## config.mk

```make
export PLATFORM = sky130hd
export DESIGN_NAME = seg_scan_driver
export DESIGN_NICKNAME = d
export VERILOG_FILES = /design/src/rtl/seg_scan_driver.sv
export SDC_FILE = /design/constraint.sdc
export NUM_CORES = 1
export LEC_CHECK = 0
export CAP_MARGIN = 0
export CORE_MARGIN = 5
export CORE_UTILIZATION = 40
export DETAILED_ROUTE_END_ITERATION = 6
export GPL_TIMING_DRIVEN = 0
export PLACE_DENSITY = 0.66
export SLEW_MARGIN = 25
export SYNTH_ARGS = -nofsm -noshare
export SYNTH_HDL_FRONTEND = slang
export SYNTH_SLANG_ARGS = --single-unit
```

## constraint.sdc

```tcl
create_clock -name clk -period 2.72 [get_ports clk]
set_input_delay 0.272 -clock clk [delete_from_list [all_inputs] [get_ports clk]]
set_output_delay 0.272 -clock clk [all_outputs]
set_load 0.005 [all_outputs]
```

## src/rtl/seg_scan_driver.sv

```systemverilog
// seg_scan_driver: time-multiplexed 7-segment display driver.
// A prescaler produces a slot tick every REFRESH_DIV clocks. Each tick
// advances the scanned digit. New display data is double-buffered: a load
// goes into a pending buffer, which is copied to the active buffer only when
// the scan wraps back to digit 0, so a frame never shows mixed data.
// seg, an and frame_start are registered from the next-cycle scan state.
// This means the outputs change on the same edge as the digit index.
// hex_mode and digit_en act as live inputs with one clock of latency.
// Optional feature: define SEG_LEADING_ZERO_BLANK_EN to blank leading zeros
// on digits 1..NUM_DIGITS-1. Digit 0 is never blanked.
module seg_scan_driver #(
    parameter int NUM_DIGITS  = 4,
    parameter int REFRESH_DIV = 100000
) (
    input  logic                    clk,
    input  logic                    rst_n,
    input  logic [4*NUM_DIGITS-1:0] digits,
    input  logic [NUM_DIGITS-1:0]   dp_in,
    input  logic [NUM_DIGITS-1:0]   digit_en,
    input  logic                    hex_mode,
    input  logic                    load,
    output logic [7:0]              seg,
    output logic [NUM_DIGITS-1:0]   an,
    output logic                    frame_start
);

    localparam int DW = 4 * NUM_DIGITS;
    localparam int PW = $clog2(REFRESH_DIV);
    localparam int IW = (NUM_DIGITS > 1) ? $clog2(NUM_DIGITS) : 1;
    localparam logic [PW-1:0] PRE_LAST = PW'(REFRESH_DIV - 1);
    localparam logic [IW-1:0] IDX_LAST = IW'(NUM_DIGITS - 1);

    logic [PW-1:0]         prescaler_r;
    logic [IW-1:0]         index_r;
    logic [DW-1:0]         active_digits_r;
    logic [NUM_DIGITS-1:0] active_dp_r;
    logic [DW-1:0]         pend_digits_r;
    logic [NUM_DIGITS-1:0] pend_dp_r;
    logic                  pend_valid_r;

    logic                  tick_s;
    logic                  wrap_s;
    logic [PW-1:0]         prescaler_next_s;
    logic [IW-1:0]         idx_next_s;
    logic [DW-1:0]         active_digits_next_s;
    logic [NUM_DIGITS-1:0] active_dp_next_s;
    logic [3:0]            code_s;
    logic                  dp_bit_s;
    logic                  en_bit_s;
    logic [7:0]            glyph_s;
    logic [7:0]            seg_s;
    logic [NUM_DIGITS-1:0] an_s;

    // Glyphs are active-low a..g in bits 7..1. Bit 0 (dp) is returned as off.
    function automatic logic [7:0] glyph(input logic [3:0] code, input logic hex_en);
        logic [7:0] g;
        case (code)
            4'h0:    g = 8'h03;
            4'h1:    g = 8'h9F;
            4'h2:    g = 8'h25;
            4'h3:    g = 8'h0D;
            4'h4:    g = 8'h99;
            4'h5:    g = 8'h49;
            4'h6:    g = 8'h41;
            4'h7:    g = 8'h1F;
            4'h8:    g = 8'h01;
            4'h9:    g = 8'h09;
            4'hA:    g = hex_en ? 8'h11 : 8'hFF;
            4'hB:    g = hex_en ? 8'hC1 : 8'hFF;
            4'hC:    g = hex_en ? 8'h63 : 8'hFF;
            4'hD:    g = hex_en ? 8'h85 : 8'hFF;
            4'hE:    g = hex_en ? 8'h61 : 8'hFF;
            4'hF:    g = hex_en ? 8'h71 : 8'hFF;
            default: g = 8'hFF;
        endcase
        return g;
    endfunction

`ifdef SEG_LEADING_ZERO_BLANK_EN
    // A digit above position 0 is a leading zero when it and every higher digit is zero.
    function automatic logic lz_blank(input logic [DW-1:0] codes, input logic [IW-1:0] idx);
        logic [DW-1:0] upper;
        upper = codes >> {idx, 2'b00};
        return (idx != {IW{1'b0}}) && (upper == {DW{1'b0}});
    endfunction
`endif

    // Scan sequencing: prescaler tick, digit index advance and frame wrap.
    always_comb begin
        tick_s = (prescaler_r == PRE_LAST);
        wrap_s = tick_s && (index_r == IDX_LAST);
        if (tick_s) begin
            prescaler_next_s = {PW{1'b0}};
        end else begin
            prescaler_next_s = prescaler_r + PW'(1);
        end
        if (wrap_s) begin
            idx_next_s = {IW{1'b0}};
        end else if (tick_s) begin
            idx_next_s = index_r + IW'(1);
        end else begin
            idx_next_s = index_r;
        end
    end

    // Active buffer update: a load on the wrap tick goes straight to active,
    // otherwise pending data is committed at the wrap.
    always_comb begin
        if (wrap_s && load) begin
            active_digits_next_s = digits;
            active_dp_next_s     = dp_in;
        end else if (wrap_s && pend_valid_r) begin
            active_digits_next_s = pend_digits_r;
            active_dp_next_s     = pend_dp_r;
        end else begin
            active_digits_next_s = active_digits_r;
            active_dp_next_s     = active_dp_r;
        end
    end

    // Segment and anode pattern for the digit that is shown after the next edge.
    always_comb begin
        code_s   = 4'(active_digits_next_s >> {idx_next_s, 2'b00});
        dp_bit_s = 1'(active_dp_next_s >> idx_next_s);
        en_bit_s = 1'(digit_en >> idx_next_s);
        glyph_s  = glyph(code_s, hex_mode);
`ifdef SEG_LEADING_ZERO_BLANK_EN
        if (lz_blank(active_digits_next_s, idx_next_s)) begin
            glyph_s = 8'hFF;
        end else begin
            glyph_s = glyph_s;
        end
`endif
        seg_s = {glyph_s[7:1], ~dp_bit_s};
        if (en_bit_s) begin
            an_s = ~(NUM_DIGITS'(1'b1) << idx_next_s);
        end else begin
            an_s = {NUM_DIGITS{1'b1}};
        end
    end

    // Prescaler and digit index registers.
    always_ff @(posedge clk or negedge rst_n) begin
        if (!rst_n) begin
            prescaler_r <= {PW{1'b0}};
            index_r     <= {IW{1'b0}};
        end else begin
            prescaler_r <= prescaler_next_s;
            index_r     <= idx_next_s;
        end
    end

    // Double buffer. A repeated load overwrites pending; a wrap empties pending.
    always_ff @(posedge clk or negedge rst_n) begin
        if (!rst_n) begin
            active_digits_r <= {DW{1'b0}};
            active_dp_r     <= {NUM_DIGITS{1'b0}};
            pend_digits_r   <= {DW{1'b0}};
            pend_dp_r       <= {NUM_DIGITS{1'b0}};
            pend_valid_r    <= 1'b0;
        end else begin
            active_digits_r <= active_digits_next_s;
            active_dp_r     <= active_dp_next_s;
            if (load && !wrap_s) begin
                pend_digits_r <= digits;
                pend_dp_r     <= dp_in;
                pend_valid_r  <= 1'b1;
            end else if (wrap_s) begin
                pend_valid_r  <= 1'b0;
            end else begin
                pend_valid_r  <= pend_valid_r;
            end
        end
    end

    // Registered display outputs. frame_start marks the first cycle of digit 0.
    always_ff @(posedge clk or negedge rst_n) begin
        if (!rst_n) begin
            seg         <= 8'hFF;
            an          <= {NUM_DIGITS{1'b1}};
            frame_start <= 1'b0;
        end else begin
            seg         <= seg_s;
            an          <= an_s;
            frame_start <= wrap_s;
        end
    end

endmodule
```

# Word-level counts from Yosys, hierarchy flattened
# Index checks and enable logic that the tools add are counted.
totals:
  ff_bits: 73
  input_bits: 28
  out_inout_bits: 13
  wordCells: 59
classes:
  n_addsub: 2
  n_eq_ne: 17
  shifts: 4
  muxes: 17
  bitwise_logic: 2
  reduce_logical: 7
op_table:
  columns: ["operator", "n"]
  rows:
  - ["8-bit one-hot mux with 16 select lines", 1]
  - ["4-bit == test, second input constant", 8]
  - ["16-bit 2-to-1 mux", 2]
  - ["8-bit 2-to-1 mux", 4]
  - ["17-bit by 1-bit adder with 17-bit output, second input constant", 1]
  - ["17-bit == test, second input constant", 1]
  - ["17-bit 2-to-1 mux", 1]
  - ["4-bit by 3-bit == test with 1-bit output, second input constant", 4]
  - ["16-bit by 4-bit >> shifter with 4-bit output", 1]
  - ["4-bit 2-to-1 mux", 3]
  - ["4-bit by 2-bit == test with 1-bit output, second input constant", 2]
  - ["4-bit by 2-bit >> shifter with 1-bit output", 2]
  - ["7-bit 2-to-1 mux", 1]
  - ["6-bit 2-to-1 mux", 1]
  - ["4-bit by 1-bit == test with 1-bit output, second input constant", 1]
  - ["1-bit logical AND", 4]
  - ["4-bit zero test", 1]
  - ["2-bit 2-to-1 mux", 2]
  - ["4-bit inverter", 1]
  - ["1-bit by 2-bit << shifter with 4-bit output, first input constant", 1]
  - ["2-bit by 1-bit adder with 2-bit output, second input constant", 1]
  - ["2-bit == test, second input constant", 1]
  - ["1-bit 2-to-1 mux", 2]
  - ["2-bit nonzero test", 1]
  - ["other kinds (2)", 2]

# Longest topological paths before layout
depth:
  word_depth: 8
  depth_mapped: 14
  mapped_depth_nobuf: 12

# Worst setup path before layout
# Ideal clock, no wire load.
synth_timing:
  path_kind: "flip-flop to flip-flop"
  start: "reg prescaler_r[6]"
  end: "reg seg[2]"
  arrival_time_ps: 2836
  required_time_ps: 2632
  path_slack_ps: -204
  stages_incl_launch_ff: 13
  n_path_buf: 2
  synth_period_minus_slack_ps: 2924
  cell_sequence: "dfrtp_1 or4b_4 nor4_4 and3_1 buf_4 buf_6 a22oi_1 nand2_1 a21oi_1 mux2_2 or2_0 and2_1 a221oi_2"
synth_via:
  elab_chain_len: 8
  word_cells_on_any_way: 26
synth_lines:
  columns: ["item", "line_no", "rtl"]
  rows:
  - ["start: declaration", "33", "logic [PW-1:0] prescaler_r;"]
  - ["start signal: assignment", "145", "prescaler_r <= {PW{1'b0}};"]
  - ["start signal: assignment", "148", "prescaler_r <= prescaler_next_s;"]
  - ["17-bit == test (*)", "90", "tick_s = (prescaler_r == PRE_LAST);"]
  - ["1-bit logical AND (*)", "91", "wrap_s = tick_s && (index_r == IDX_LAST);"]
  - ["1-bit logical AND", "112", "end else if (wrap_s && pend_valid_r) begin"]
  - ["16-bit 2-to-1 mux", "112", null]
  - ["16-bit 2-to-1 mux (*)", "109", "if (wrap_s && load) begin"]
  - ["named net active_digits_next_s[9]", "45", "logic [DW-1:0] active_digits_next_s;"]
  - ["16-bit by 4-bit >> shifter with 4-bit output (*)", "123", "code_s = 4'(active_digits_next_s >> {idx_next_s, 2'b00});"]
  - ["4-bit == test, or another cell as far along", "57", "case (code)"]
  - ["8-bit one-hot mux with 16 select lines (*)", "57", null]
  - ["named net glyph_s[2]", "50", "logic [7:0] glyph_s;"]
  - ["end signal: assignment", "183", "seg <= seg_s;"]
  - ["end: declaration", "22", "output logic [7:0] seg,"]
# Mark *: on every way through the listed nets, which the timed path passes. The rest lies on a longest branch.
# A chain may end at the register's enable or synchronous reset.

# Worst setup path in the final report
layout_timing:
  start: "reg prescaler_r[12]"
  end: "reg seg[2]"
# The elaborated chain is that of the path after synthesis.

==> run_results.csv <==
group,metric,value,unit
cells_and_area,drive_gt1_share,33.50,%
yosys,async_flop_share,100.0,%
cells_and_area,final_common_cell,"dfrtp_1",
floorplanning,dieHeight,102.6,um
yosys,netlist_area,3431,um^2
place,place_congestion,0.7834,
floorplanning,dieArea,10530,um^2
timing,rsz0062_at_grt,"true",
grt,grt_util_all_layers,16.66,%
yosys,avgSynthCellArea,10.93,um^2
clock_network,root_buffer,"clkbuf_8",
power,p_per_area,461.8,nW/um^2
yosys,ys.flop_type,"dfrtp_1",
grt,grt_max_degree,42,
clock_network,htree_levels,3,
timing,worst_pin_slew,664.4,ps
setup_path,cp-end-kind,"flip-flop",
drt,wl_per_cell,16.73,um
status,violations,"negative setup slack",
grt,grt_pass1_wl,13.56,mm
yosys,ys_types,42,
setup_path,cp-endpoint,"seg[2]",
clock_network,cts_tree,"built",
drt,drc,0,
setup_path,critPathKind,"reg -> reg",
cells_and_area,utilization,57.17,%
cells_and_area,nNetsFinal,425,
power,vdd_drop_max,0.0002413,V
setup_path,cp.arrival,3360,ps
power,power_frac_comb,5.9,%
timing,drv_slew,0,
power,swShare,22.11,%
floorplanning,pin_count,41,
yosys,syn-num-nets,344,
cells_and_area,diodes,0,
timing,period_needed,3117,ps
power,p_int,1.706,mW
clock_network,clk_pin_slew,90,ps
clock_network,clockBufferDepth,2,
clock_network,cts.sinks,73,
timing,setup_viol,7,
cells_and_area,fill_cells,713,
setup_path,reg2reg_setup_slack,-400,ps
setup_path,worstReg2RegEnd,"seg[2]",
power,clkPwrFrac,42.4,%
power,switching_power,484.5,uW
grt,grt_pass1_vias,2790,
floorplanning,rows,33,
drt,ant_nets,0,
grt,antenna_found_initial,0,
yosys,synth_cells,314,
timing,worst_slack,-396.7,ps
timing,setup_tns,-2051,ps
clock_network,clkLatencyLatePin,350,ps
clock_network,numCtsBuffers,9,
run,cap_violations,0,
drt,avgViaCountPerCell,5.418,
worst_hold_path,hold_path.class,"in -> async",
place,portBuffers,40,
setup_path,cp-start-kind,"flip-flop",
setup_path,cp-startpoint,"prescaler_r[12]",
floorplanning,core-area,8299,um^2
floorplanning,start_util,41.34,%
drt,vias,2736,
setup_path,reg2reg_from,"prescaler_r[12]",
cells_and_area,mostFrequentLayoutCells,"dfrtp_1 (61), clkdlybuf4s50_1 (39), nor2_1 (30)",
floorplanning,die_w,102.6,um
status,status,"finished with violations",
timing,finClkSkew,13.37,ps
grt,grt_overflow,0,
yosys,synth_edf_count,0,
drt,drt_iter0_drc,116,
setup_path,reg2reg_depth,13,
yosys,ys_ff_latch,73,
timing,period_share,114.6,%
yosys,yosysWarnings,0,
setup_path,worstPathMaxFanout,7,
drt,routed_wl,8.451,mm
yosys,seq_area_frac_synth,53.68,%
power,seqPwrFrac,51.7,%
cells_and_area,area_delta_synth_final,38.29,%
power,p_leak,2.107,nW
timing,finalHoldViolations,0,
timing,fmax,320.9,MHz
timing,relSlewSlack,55.30,%
place,place.detailed.hpwl,5.444,mm
drt,dr.pass1.iters,4,
setup_path,cp.required,2970,ps
metal layers:
layer	GRT usage [%]	vias to the layer above	routed length, um
met5	0	-	0
met4	8.073	0	127
met3	2.503	11	385
met2	26.27	81	3996
met1	22.52	1350	3941
li1	-	1294	-
Yosys cell counts, types with 2 or more instances:
master      n  area share, %
clkbuf_1    8           0.88
inv_1       3           0.33
o21ai_0     7            1.0
dfrtp_1    61             44
mux2_2     25            8.2
nand2_1    30            3.3
nor2_1     33            3.6
a22oi_1    15            3.3
inv_2       3           0.33
nor2b_1     4           0.73
a32oi_1    16            4.1
xnor2_1     7            1.8
and2_1      3           0.55
a21oi_1    20            2.9
xor2_1      8            2.0
dfstp_2    12            9.2
mux2i_1     7            2.0
buf_4       2           0.44
nand3_1    11            1.6
buf_2       6           0.88
and3_1      4           0.73
nand4_1     2           0.36
or2_0       2           0.36
nor3_1      2           0.29
o22ai_1     4           0.73
a2bb2oi_1   2           0.51
ha_1        2           0.73
power groups by stage:
stage / logic (mW) / registers, mW / clock network (mW)
5_1_grt: 0.140 / 1.14 / 1.01
4_1_cts: 0.129 / 1.13 / 0.956
3_3_place_gp: 0.120 / 1.15 / 0
2_1_floorplan: 0.0439 / 1.15 / 0
6_report: 0.128 / 1.13 / 0.929
3_5_place_dp: 0.127 / 1.15 / 0
critical path, stage by stage (launching register included):
cell and delay, ps:
dfrtp_1 400, or4b_4 560, nor4_4 290, buf_6 180, nand2_8 90, inv_8 90
buf_8 120, a32oi_1 100, nand2_1 130, a21oi_1 70, mux2_4 300, or2_1 260
and2_4 150, a221oi_2 290
state kept, by name, summed over array words and instances (netlist names):
name / cells
frame_start: 1
pend_dp_r: 4
seg: 8
index_r: 2
active_dp_r: 4
active_digits_r: 16
prescaler_r: 17
pend_digits_r: 16
pend_valid_r: 1
an: 4
cell type report:
cell class	instances	area, um^2	area share (%)
Buffer	16	142.6	3.006
Sequential cell	73	1842	38.82
Multi-Input combinational cell	218	1675	35.31
Timing Repair Buffer	71	700.7	14.77
Inverter	6	32.53	0.6857
Tap cell	105	131.4	2.769
Clock inverter	6	92.59	1.951
Clock buffer	10	127.6	2.690
how the worst min path moves through the flow:
stage / start / endpoint / slack [ps] / cells past startpoint
3_3_place_gp: prescaler_r[8] / prescaler_r[8] / 470 / 1
6_report: rst_n / active_digits_r[7] / 410 / 2
4_1_cts: rst_n / prescaler_r[4] / 410 / 2
2_1_floorplan: rst_n / active_digits_r[0] / -20 / 0
3_5_place_dp: rst_n / prescaler_r[0] / 250 / 1
5_1_grt: rst_n / prescaler_r[4] / 430 / 2
cells by family (layout without fill, tap and decap cells):
family	Yosys count	in the layout	share of synthesized area [%]
xor+xnor	15	15	3.829
flops	73	73	53.68
buf+inv	23	109	3.173
fa+ha+maj	2	2	0.7293
compound gates	70	70	14.04
mux	33	33	10.90
simple gates	98	98	13.64
per-stage QoR:
step	area (um^2)	instances	worst slack, ps	hold WS [ps]	power [mW]
6_report	4745	505	-396.7	407.2	2.191
3_5_place_dp	4016	460	-697.7	249.2	1.280
5_1_grt	4745	505	-485.2	434.4	2.287
3_3_place_gp	3999	459	-1165	468.6	1.271
4_1_cts	4577	497	-362.9	411.0	2.218
2_1_floorplan	3467	314	-155.7	-23.59	1.192
what timing repair did:
action,in CTS,in global routing
endpoints found under the hold margin,24,0
endpoints found under the setup margin,28,28
gates cloned,2,0
buffers inserted,18,9
resized for setup,47,31
pin swaps,14,11
hold buffers,1,0
Note: power is estimated with default switching activity, not from simulation.
